$ cat config.mk
export PLATFORM = sky130hd
export DESIGN_NAME = cnn_layer_seq_flat
export DESIGN_NICKNAME = d
export VERILOG_FILES = /design/src/rtl/cnn_layer_seq_pkg.sv /design/src/rtl/cnn_layer_seq_if.sv /design/src/rtl/cnn_layer_seq_next_layer.sv /design/src/rtl/cnn_layer_seq.sv /design/src/flat_wrapper.sv
export SDC_FILE = /design/constraint.sdc
export NUM_CORES = 1
export LEC_CHECK = 0
export ABC_AREA = 1
export CELL_PAD_IN_SITES_DETAIL_PLACEMENT = 0
export CELL_PAD_IN_SITES_GLOBAL_PLACEMENT = 1
export CORE_MARGIN = 2
export CORE_UTILIZATION = 33
export CTS_CLUSTER_SIZE = 28
export DETAILED_ROUTE_END_ITERATION = 6
export PLACE_DENSITY_LB_ADDON = 0.25
export SYNTH_ARGS = -nofsm -noshare
export SYNTH_HDL_FRONTEND = slang
export SYNTH_SLANG_ARGS = --single-unit
$ cat constraint.sdc
create_clock -name clk -period 5.6 [get_ports clk]
set_input_delay 1.12 -clock clk [delete_from_list [all_inputs] [get_ports clk]]
set_output_delay 1.12 -clock clk [all_outputs]
set_load 0.05 [all_outputs]
$ cat src/rtl/cnn_layer_seq_pkg.sv
// Shared types and default sizing for the CNN layer sequencer.
package cnn_seq_pkg;

   typedef enum logic [1:0] {
      K_LOAD = 2'd0,
      K_CONV = 2'd1,
      K_POOL = 2'd2,
      K_FC   = 2'd3
   } layer_kind_e;

   typedef enum logic [2:0] {
      S_IDLE,
      S_ARM,
      S_RUN,
      S_DONE,
      S_ERR
   } seq_state_e;

   localparam int NUM_LAYERS_DEF = 6;
   localparam int NUM_UNITS_DEF  = 12;
   localparam int TO_W_DEF       = 20;
   localparam int LW             = $clog2(NUM_LAYERS_DEF);

endpackage

$ cat src/rtl/cnn_layer_seq_if.sv
// Register-side and memory-unit-side signal bundle of the layer sequencer.
interface cnn_layer_seq_if
   import cnn_seq_pkg::*;
#(
   parameter int NUM_LAYERS = NUM_LAYERS_DEF,
   parameter int NUM_UNITS  = NUM_UNITS_DEF,
   parameter int TO_W       = TO_W_DEF
);
   logic                            start;
   logic                            abort;
   logic [NUM_LAYERS-1:0]           layer_en;
   logic [2*NUM_LAYERS-1:0]         cfg_kind;
   logic [2*NUM_LAYERS-1:0]         cfg_mac_sel;
   logic [NUM_UNITS*NUM_LAYERS-1:0] cfg_units;
   logic [TO_W-1:0]                 timeout_cycles;
   logic [NUM_UNITS-1:0]            unit_done;
   logic [NUM_UNITS-1:0]            unit_reset;
   logic                            mac_enable;
   logic                            rmac;
   logic                            pooling;
   logic                            img_load;
   logic [1:0]                      mac_layer;
   logic [NUM_LAYERS-1:0]           layer_onehot;
   logic                            busy;
   logic                            done;
   logic                            error;
   logic [7:0]                      status;

   modport master (
      output start, abort, layer_en, cfg_kind, cfg_mac_sel, cfg_units,
             timeout_cycles, unit_done,
      input  unit_reset, mac_enable, rmac, pooling, img_load, mac_layer,
             layer_onehot, busy, done, error, status
   );

   modport slave (
      input  start, abort, layer_en, cfg_kind, cfg_mac_sel, cfg_units,
             timeout_cycles, unit_done,
      output unit_reset, mac_enable, rmac, pooling, img_load, mac_layer,
             layer_onehot, busy, done, error, status
   );
endinterface

$ cat src/rtl/cnn_layer_seq_next_layer.sv
// Priority finder: lowest enabled layer index at or above from_i.
module cnn_next_layer #(
   parameter int NUM_LAYERS = 6,
   parameter int IW         = $clog2(NUM_LAYERS)
) (
   input  logic [NUM_LAYERS-1:0] en_i,
   input  logic [IW:0]           from_i,
   output logic [IW-1:0]         idx_o,
   output logic                  vld_o
);
   always_comb begin
      idx_o = '0;
      vld_o = 1'b0;
      // Scan downwards so the last hit left standing is the lowest index.
      for (int i = NUM_LAYERS - 1; i >= 0; i--) begin
         if (en_i[i] && (i >= int'(from_i))) begin
            idx_o = IW'(i);
            vld_o = 1'b1;
         end
      end
   end
endmodule

$ cat src/rtl/cnn_layer_seq.sv
// Layer sequencer for the digit-recognition CNN accelerator: walks the enabled
// layers in order, gating memory-unit resets and datapath mode lines per layer.
module cnn_layer_seq
   import cnn_seq_pkg::*;
#(
   parameter int NUM_LAYERS = NUM_LAYERS_DEF,
   parameter int NUM_UNITS  = NUM_UNITS_DEF,
   parameter int TO_W       = TO_W_DEF
) (
   input  logic           clk,
   input  logic           rst_n,
   cnn_layer_seq_if.slave bus
);
   localparam int IW = $clog2(NUM_LAYERS);

   seq_state_e            state_q, state_d;
   logic [IW-1:0]         cur_q, cur_d;
   logic [NUM_LAYERS-1:0] en_q, en_d;
   logic [NUM_UNITS-1:0]  seen_q, seen_d;
   logic [TO_W-1:0]       timer_q, timer_d;
   logic [7:0]            status_q, status_d;

   logic                  idle_like;
   logic [NUM_LAYERS-1:0] find_en;
   logic [IW:0]           find_from;
   logic [IW-1:0]         find_idx;
   logic                  find_vld;
   logic [NUM_UNITS-1:0]  mask;
   layer_kind_e           kind;
   logic                  uses_mac;
   logic                  complete;
   logic                  timed_out;

   assign idle_like = (state_q == S_IDLE) || (state_q == S_DONE) || (state_q == S_ERR);
   // At start search the live enable vector from 0; otherwise search past the current layer.
   assign find_en   = idle_like ? bus.layer_en : en_q;
   assign find_from = idle_like ? '0 : ({1'b0, cur_q} + (IW+1)'(1));

   assign mask      = bus.cfg_units[cur_q*NUM_UNITS +: NUM_UNITS];
   assign kind      = layer_kind_e'(bus.cfg_kind[cur_q*2 +: 2]);
   assign uses_mac  = (kind == K_CONV) || (kind == K_FC);
   assign complete  = ((seen_q | bus.unit_done) & mask) == mask;
   assign timed_out = (bus.timeout_cycles != '0) && (timer_q == bus.timeout_cycles);

   cnn_next_layer #(.NUM_LAYERS(NUM_LAYERS), .IW(IW)) u_next (
      .en_i   (find_en),
      .from_i (find_from),
      .idx_o  (find_idx),
      .vld_o  (find_vld)
   );

   always_ff @(posedge clk or negedge rst_n) begin
      if (!rst_n) begin
         state_q  <= S_IDLE;
         cur_q    <= '0;
         en_q     <= '0;
         seen_q   <= '0;
         timer_q  <= '0;
         status_q <= '0;
      end else begin
         state_q  <= state_d;
         cur_q    <= cur_d;
         en_q     <= en_d;
         seen_q   <= seen_d;
         timer_q  <= timer_d;
         status_q <= status_d;
      end
   end

   always_comb begin
      state_d  = state_q;
      cur_d    = cur_q;
      en_d     = en_q;
      seen_d   = seen_q;
      timer_d  = timer_q;
      status_d = status_q;
      case (state_q)
         S_IDLE, S_DONE, S_ERR: begin
            if (bus.start) begin
               en_d     = bus.layer_en;
               status_d = '0;
               if (find_vld) begin
                  cur_d   = find_idx;
                  state_d = S_ARM;
               end else begin
                  state_d = S_DONE;
               end
            end
         end
         S_ARM: begin
            // Timer holds the 1-based index of the RUN cycle in progress.
            seen_d  = '0;
            timer_d = TO_W'(1);
            state_d = S_RUN;
         end
         S_RUN: begin
            seen_d  = seen_q | (bus.unit_done & mask);
            timer_d = timer_q + TO_W'(1);
            if (complete) begin
               status_d = status_q + 8'd1;
               if (find_vld) begin
                  cur_d   = find_idx;
                  state_d = S_ARM;
               end else begin
                  state_d = S_DONE;
               end
            end else if (timed_out) begin
               state_d = S_ERR;
            end
         end
         default: state_d = S_IDLE;
      endcase
      if (bus.abort) begin
         state_d  = S_IDLE;
         status_d = '0;
      end
   end

   always_comb begin
      bus.unit_reset   = '1;
      bus.mac_enable   = 1'b0;
      bus.rmac         = 1'b1;
      bus.pooling      = 1'b0;
      bus.img_load     = 1'b0;
      bus.mac_layer    = '0;
      bus.layer_onehot = '0;
      bus.busy         = 1'b0;
      bus.done         = 1'b0;
      bus.error        = 1'b0;
      case (state_q)
         S_ARM: bus.busy = 1'b1;
         S_RUN: begin
            bus.busy         = 1'b1;
            bus.unit_reset   = ~mask;
            bus.mac_enable   = uses_mac;
            bus.rmac         = ~uses_mac;
            bus.pooling      = (kind == K_POOL);
            bus.img_load     = (kind == K_LOAD);
            bus.mac_layer    = bus.cfg_mac_sel[cur_q*2 +: 2];
            bus.layer_onehot = NUM_LAYERS'(1) << cur_q;
         end
         S_DONE: bus.done = 1'b1;
         S_ERR: begin
            bus.error        = 1'b1;
            bus.layer_onehot = NUM_LAYERS'(1) << cur_q;
         end
         default: ;
      endcase
   end

   assign bus.status = status_q;

endmodule
$ cat src/flat_wrapper.sv
// flat-port wrapper written by rule: the top's interface ports become plain ports
module cnn_layer_seq_flat import cnn_seq_pkg::*;
#(
   parameter int NUM_LAYERS = NUM_LAYERS_DEF,
   parameter int NUM_UNITS  = NUM_UNITS_DEF,
   parameter int TO_W       = TO_W_DEF
)
  (clk, rst_n, bus_start, bus_abort, bus_layer_en, bus_cfg_kind, bus_cfg_mac_sel, bus_cfg_units, bus_timeout_cycles, bus_unit_done, bus_unit_reset, bus_mac_enable, bus_rmac, bus_pooling, bus_img_load, bus_mac_layer, bus_layer_onehot, bus_busy, bus_done, bus_error, bus_status);
  cnn_layer_seq_if #(.NUM_LAYERS(NUM_LAYERS), .NUM_UNITS(NUM_UNITS), .TO_W(TO_W)) bus_i ();
  input  logic clk;
  input  logic rst_n;
  input wire logic [$bits(bus_i.start)-1:0] bus_start;
  input wire logic [$bits(bus_i.abort)-1:0] bus_abort;
  input wire logic [$bits(bus_i.layer_en)-1:0] bus_layer_en;
  input wire logic [$bits(bus_i.cfg_kind)-1:0] bus_cfg_kind;
  input wire logic [$bits(bus_i.cfg_mac_sel)-1:0] bus_cfg_mac_sel;
  input wire logic [$bits(bus_i.cfg_units)-1:0] bus_cfg_units;
  input wire logic [$bits(bus_i.timeout_cycles)-1:0] bus_timeout_cycles;
  input wire logic [$bits(bus_i.unit_done)-1:0] bus_unit_done;
  output wire logic [$bits(bus_i.unit_reset)-1:0] bus_unit_reset;
  output wire logic [$bits(bus_i.mac_enable)-1:0] bus_mac_enable;
  output wire logic [$bits(bus_i.rmac)-1:0] bus_rmac;
  output wire logic [$bits(bus_i.pooling)-1:0] bus_pooling;
  output wire logic [$bits(bus_i.img_load)-1:0] bus_img_load;
  output wire logic [$bits(bus_i.mac_layer)-1:0] bus_mac_layer;
  output wire logic [$bits(bus_i.layer_onehot)-1:0] bus_layer_onehot;
  output wire logic [$bits(bus_i.busy)-1:0] bus_busy;
  output wire logic [$bits(bus_i.done)-1:0] bus_done;
  output wire logic [$bits(bus_i.error)-1:0] bus_error;
  output wire logic [$bits(bus_i.status)-1:0] bus_status;
  assign bus_i.start = bus_start;
  assign bus_i.abort = bus_abort;
  assign bus_i.layer_en = bus_layer_en;
  assign bus_i.cfg_kind = bus_cfg_kind;
  assign bus_i.cfg_mac_sel = bus_cfg_mac_sel;
  assign bus_i.cfg_units = bus_cfg_units;
  assign bus_i.timeout_cycles = bus_timeout_cycles;
  assign bus_i.unit_done = bus_unit_done;
  assign bus_unit_reset = bus_i.unit_reset;
  assign bus_mac_enable = bus_i.mac_enable;
  assign bus_rmac = bus_i.rmac;
  assign bus_pooling = bus_i.pooling;
  assign bus_img_load = bus_i.img_load;
  assign bus_mac_layer = bus_i.mac_layer;
  assign bus_layer_onehot = bus_i.layer_onehot;
  assign bus_busy = bus_i.busy;
  assign bus_done = bus_i.done;
  assign bus_error = bus_i.error;
  assign bus_status = bus_i.status;
  cnn_layer_seq #(.NUM_LAYERS(NUM_LAYERS), .NUM_UNITS(NUM_UNITS), .TO_W(TO_W)) u_core (.clk(clk), .rst_n(rst_n), .bus(bus_i));
endmodule
; ---- Word-level counts from Yosys, hierarchy flattened
; Cells that the tools add are included.
[totals]
out_inout_bits = 35
reg_bits = 52
input_bits = 138
[op_classes]
addsub = 3
n_lt_le_gt_ge = 6
shifts = 4
n_mux = 40
bitwise = 6
multipliers = 1
n_reduce_logical = 23
n_eq_ne = 14
[op_table]
columns = op, count
row1 = 72-bit by 8-bit variable part select with 12-bit output, 1
row2 = 20-bit case mux with 2 select lines, 1
row3 = 3-bit two-way mux, 13
row4 = 12-bit AND, 2
row5 = 8-bit two-way mux, 3
row6 = 12-bit bitwise OR, 2
row7 = 12-bit case mux with 2 select lines, 1
row8 = 12-bit by 5-bit variable part select with 2-bit output, 2
row9 = 20-bit by 1-bit adder with 20-bit output (second input constant), 1
row10 = 20-bit equality test, 1
row11 = 20-bit nonzero test, 1
row12 = 8-bit case mux with 2 select lines, 1
row13 = 1-bit two-way mux, 13
row14 = 12-bit equality test, 1
row15 = 12-bit two-way mux, 1
row16 = 6-bit two-way mux, 2
row17 = 12-bit inverter, 1
row18 = 3-bit case mux with 3 select lines, 1
row19 = 8-bit by 1-bit adder with 8-bit output (second input constant), 1
row20 = 1-bit by 4-bit >= comparator with 1-bit output (first input constant), 2
row21 = 2-bit by 4-bit >= comparator with 1-bit output (first input constant), 2
row22 = 3-bit by 4-bit >= comparator with 1-bit output (first input constant), 2
row23 = 1-bit logical AND, 7
row24 = 3-bit by 2-bit equality test with 1-bit output (second input constant), 2
row25 = 25 further kinds, 33

; ---- Logic depth before layout (Yosys ltp)
[logic_depth]
depth_word = 16
ltp_mapped = 18
mapped_depth_nobuf = 16

; ---- Cells and area by module
; From an unflattened synthesis, not the netlist that was laid out.
[hier_totals]
cells_unflattened = 705
area_unflattened_um2 = 4371.7
[by_module_without_submodules]
columns = mod, n_inst, cells_each, seq_area_each_um2, area_per_inst_um2
row1 = cnn_layer_seq, 1, 678, 1301.2, 4255.3
row2 = cnn_next_layer, 1, 27, 0.0, 116.4

; ---- Least setup slack after synthesis
; OpenSTA, ideal clock, no wires.
[synth_timing]
path_kind = input to output
from = in bus_cfg_kind[4]
to = out bus_rmac
slack_ns = 1.877
n_path_buf = 0
required_ns = 4.480
cell_stages = 7
arrival_ns = 2.603
cell_sequence = o21ai_0 o22ai_1 nand2_1 nand2_1 inv_1 nor2_1 inv_1
[synth_between]
elab_chain_len = 5
[synth_lines]
columns = item, line_no
row1 = start: declaration, flat_wrapper.sv:15  ; input wire logic [$bits(bus_i.cfg_kind)-1:0] bus_cfg_kind;
row2 = 12-bit by 5-bit variable part select with 2-bit output *, cnn_layer_seq.sv:40  ; assign kind = layer_kind_e'(bus.cfg_kind[cur_q*2 +: 2]);
row3 = 2-bit by 1-bit equality test with 1-bit output / 2-bit equality test (equally long branches), cnn_layer_seq.sv:41  ; assign uses_mac = (kind == K_CONV) || (kind == K_FC);
row4 = 1-bit logical OR *, cnn_layer_seq.sv:41
row5 = 1-bit inverter *, cnn_layer_seq.sv:136  ; bus.rmac = ~uses_mac;
row6 = 1-bit two-way mux *, cnn_layer_seq.sv:130  ; case (state_q)
row7 = end: declaration, flat_wrapper.sv:22  ; output wire logic [$bits(bus_i.rmac)-1:0] bus_rmac;
; Mark *: on every way between the ends. The rest lies on a longest branch, timed or not.

; ---- Worst setup path after layout
[layout_timing]
from = reg u_core.cur_q[1]
to = out bus_pooling
[layout_between]
elab_chain_len = 3
[layout_lines]
columns = item, line_no
row1 = start: declaration, cnn_layer_seq.sv:17  ; logic [IW-1:0] cur_q, cur_d;
row2 = start signal: assignment, cnn_layer_seq.sv:62  ; cur_q <= cur_d;
row3 = 12-bit by 5-bit variable part select with 2-bit output, cnn_layer_seq.sv:40
row4 = 2-bit equality test, cnn_layer_seq.sv:137  ; bus.pooling = (kind == K_POOL);
row5 = 1-bit two-way mux, cnn_layer_seq.sv:130
row6 = end: declaration, flat_wrapper.sv:23  ; output wire logic [$bits(bus_i.pooling)-1:0] bus_pooling;
; No other way between the ends.

==> results_dict.tcl <==
set metrics [dict create \
    via_per_inst 4.81 \
    antenna_cells 0 \
    grt_use_total_pct 20.5 \
    slew_headroom_pct 39.3 \
    wirelength_microns 14600 \
    dieWidth_microns 121 \
    synth_cell_types 43 \
    route.detailed.drc 0 \
    syn_inst 694 \
    rsz0062_at_grt "no" \
    syn_nets 839 \
    setup.worst_path.end_class "primary output" \
    cts_made_buffers 5 \
    cts_root_buf "clkbuf_16" \
    drv_cap 0 \
    hold_buffers 0 \
    status "completed" \
    multi_input_area_sq_um 2670 \
    cts_tree "done" \
    fp.dieH_microns 121 \
    rows 42 \
    drive_gt1_share_pct 7.29 \
    portBuffers 172 \
    finalWorstSetupSlack_ns 1.39 \
    fin_skew_ns 0.00327 \
    powerDensity_nw_per_um2 361 \
    pre_cts_slack_ns 1.48 \
    drtAntennaViolNets 0 \
    min_path_type "reg2reg" \
    initial_utilization_pct 33.8 \
    regArea_sq_um 1300 \
    cts_buffer_depth 2 \
    core_sq_um 13200 \
    cts_setup_buffers 0 \
    path_clk_slew_ns 0.07 \
    clkLatencyLatePin_ns 0.29 \
    io_pins 173 \
    ys_seq_area_share_pct 29.1 \
    place_hpwl_microns 11200 \
    critical-path-max-stage-delay_ns 0.94 \
    cp.required_ns 4.48 \
    vdd_drop_max_mv 0.193 \
    slew_viol_final 0 \
    p_leak_nw 2.93 \
    cts-resized-gates 0 \
    cp_top_family "buffers and inverters" \
    grt_pass1_wl_microns 23900 \
    synth_ff_type "dfrtp_1" \
    synth_warnings 0 \
    wl_per_cell_microns 14.2 \
    timing.fmax_mhz 237 \
    ys_ff_latch 52 \
    first_iter_violations 255 \
    die-area_sq_um 14500 \
    hold_start "u_core.seen_q[9]" \
    timing.rr.start "u_core.cur_q[1]" \
    cp.arrival_ns 3.09 \
    numClockSinks 52 \
    grt_max_degree 53 \
    crit_fanout 22 \
    crit_start "u_core.cur_q[1]" \
    crit_top_cell "nand2_1" \
    finalSetupViolations 0 \
    cp_slowest_cell "dfrtp_1" \
    tightest_slew_ns 0.911 \
    worstPathCellList "inv_2 > o21ai_0 > o22ai_1 > nand2_1 > nand2_1 > inv_1 > nand2_1 > nor2_1 > clkdlybuf4s50_1" \
    h-tree-depth 2 \
    worstSetupPathType "reg2out" \
    critPathLaunchType "flip-flop" \
    synth-edff-count 0 \
    dr.pass1.iters 4 \
    grt-ovfl-total 0 \
    finalSetupTns_ns 0 \
    grt_pass1_vias 4777 \
    fin_crit_sh_pct 75.2 \
    crit_buf_inv 3 \
    period_needed_ns 4.21 \
    ys_async_sr_fraction_pct 100 \
    synth_area_sq_um 4480 \
    syn_area_per_cell_sq_um 6.45 \
    n_fill_cell 1386 \
    vias 4940 \
    p_total_mw 2.31 \
    fin_nets 995 \
    area.growth.synth_to_final_pct 43.2 \
    antenna_found_initial 0 \
    hold_viol_final 0 \
    place_congestion 0.854 \
]
## layer usage
layer	track usage (%)	wire length (microns)
met4	5.89	240
met3	2.59	553
met5	0	0
met2	36.7	7450
met1	25.6	6370
## final cells by class
class / instances / share of cell area [%]
Tap cell: 176 / 3.43
Inverter: 90 / 5.31
Sequential cell: 52 / 20.3
Clock inverter: 2 / 0.195
Multi-Input combinational cell: 525 / 41.6
Clock buffer: 5 / 1.95
Timing Repair Buffer: 176 / 27.2
## cell families (layout without fill, tap and decap cells)
| logic type | Yosys count | in the layout | synth area share, % |
|---|---|---|---|
| xor gates and xnor gates | 16 | 16 | 3.13 |
| AOI/OAI and AO/OA | 115 | 115 | 16.0 |
| muxes | 6 | 6 | 1.51 |
| adders and majority gates | 7 | 7 | 1.96 |
| DFF | 52 | 52 | 29.1 |
| buffers and inverters | 117 | 273 | 11.5 |
| and+or+nand+nor | 381 | 381 | 36.8 |
## worst paths after layout
path,endpoint,slack [ns],depth (start not counted)
max in group asynchronous,u_core.seen_q[6],4.20,2
setup reg to reg,u_core.cur_q[1],2.66,12
setup / recovery,bus_pooling,1.39,9
min in group asynchronous,u_core.bus.status[4],0.94,2
hold / removal,u_core.seen_q[9],0.50,1
hold reg to reg,u_core.seen_q[9],0.50,1
## placed cells by master (no fill, tap or decap), drive strengths merged
cell             n
a21o             1
a21oi           17
a22o             2
a31oi            2
a32o             4
a32oi            1
buf              5
clkbuf           5
clkdlybuf4s50  171
clkinv           2
clkinvlp         1
dfrtp           52
ha               7
inv             89
mux2             6
nand2          217
nand3           54
nand3b           3
nand4            7
nor2            70
nor3            17
o211ai           8
o21a             7
o21ai           61
o22ai           11
o32ai            1
or2             13
xnor2            8
xor2             8
## state kept, by name, indices dropped and copies added, names as in the netlist
signal / cells
u_core.bus.status: 8
u_core.cur_q: 3
u_core.en_q: 6
u_core.seen_q: 12
u_core.state_q: 3
u_core.timer_q: 20
## cells in the mapped netlist (5+ instances only)
library cell | count | share of area [%]
or2_2 | 9 | 1.3
o21ai_1 | 10 | 1.1
xor2_1 | 8 | 1.6
nor2_1 | 63 | 5.3
o21ai_0 | 42 | 4.7
clkbuf_1 | 10 | 0.84
a21oi_1 | 17 | 1.9
buf_4 | 5 | 0.84
nor2_2 | 6 | 0.84
ha_1 | 7 | 2.0
inv_1 | 84 | 7.0
nand4_1 | 7 | 0.98
nand3_1 | 51 | 5.7
o211ai_1 | 5 | 0.84
o21a_1 | 7 | 1.2
dfrtp_1 | 52 | 29
xnor2_1 | 8 | 1.6
nand2_1 | 211 | 18
o21ai_2 | 9 | 1.8
o22ai_1 | 11 | 1.5
mux2_2 | 6 | 1.5
buf_6 | 7 | 1.8
nand2_2 | 6 | 0.84
nor3_1 | 15 | 1.7
## power breakdown
group | leakage (nW) | switching, mW | internal [mW] | total (mW)
logic | 2.16 | 0.963 | 0.498 | 1.46
clock network | 0.0657 | 0.138 | 0.163 | 0.300
registers | 0.701 | 0.104 | 0.448 | 0.552
total | 2.93 | 1.20 | 1.11 | 2.31
## stage by stage
step	instances	utilization, %	instance area (sq um)	hold slack (ns)
4_1_cts	1026	48.4	6410	0.502
2_1_floorplan	694	-	4480	0.464
6_report	1026	48.4	6410	0.500
5_1_grt	1026	48.4	6410	0.536
3_3_place_gp	1019	47.4	6280	0.475
3_5_place_dp	1019	47.4	6280	0.486
Note: power is estimated with default switching activity, not from simulation.
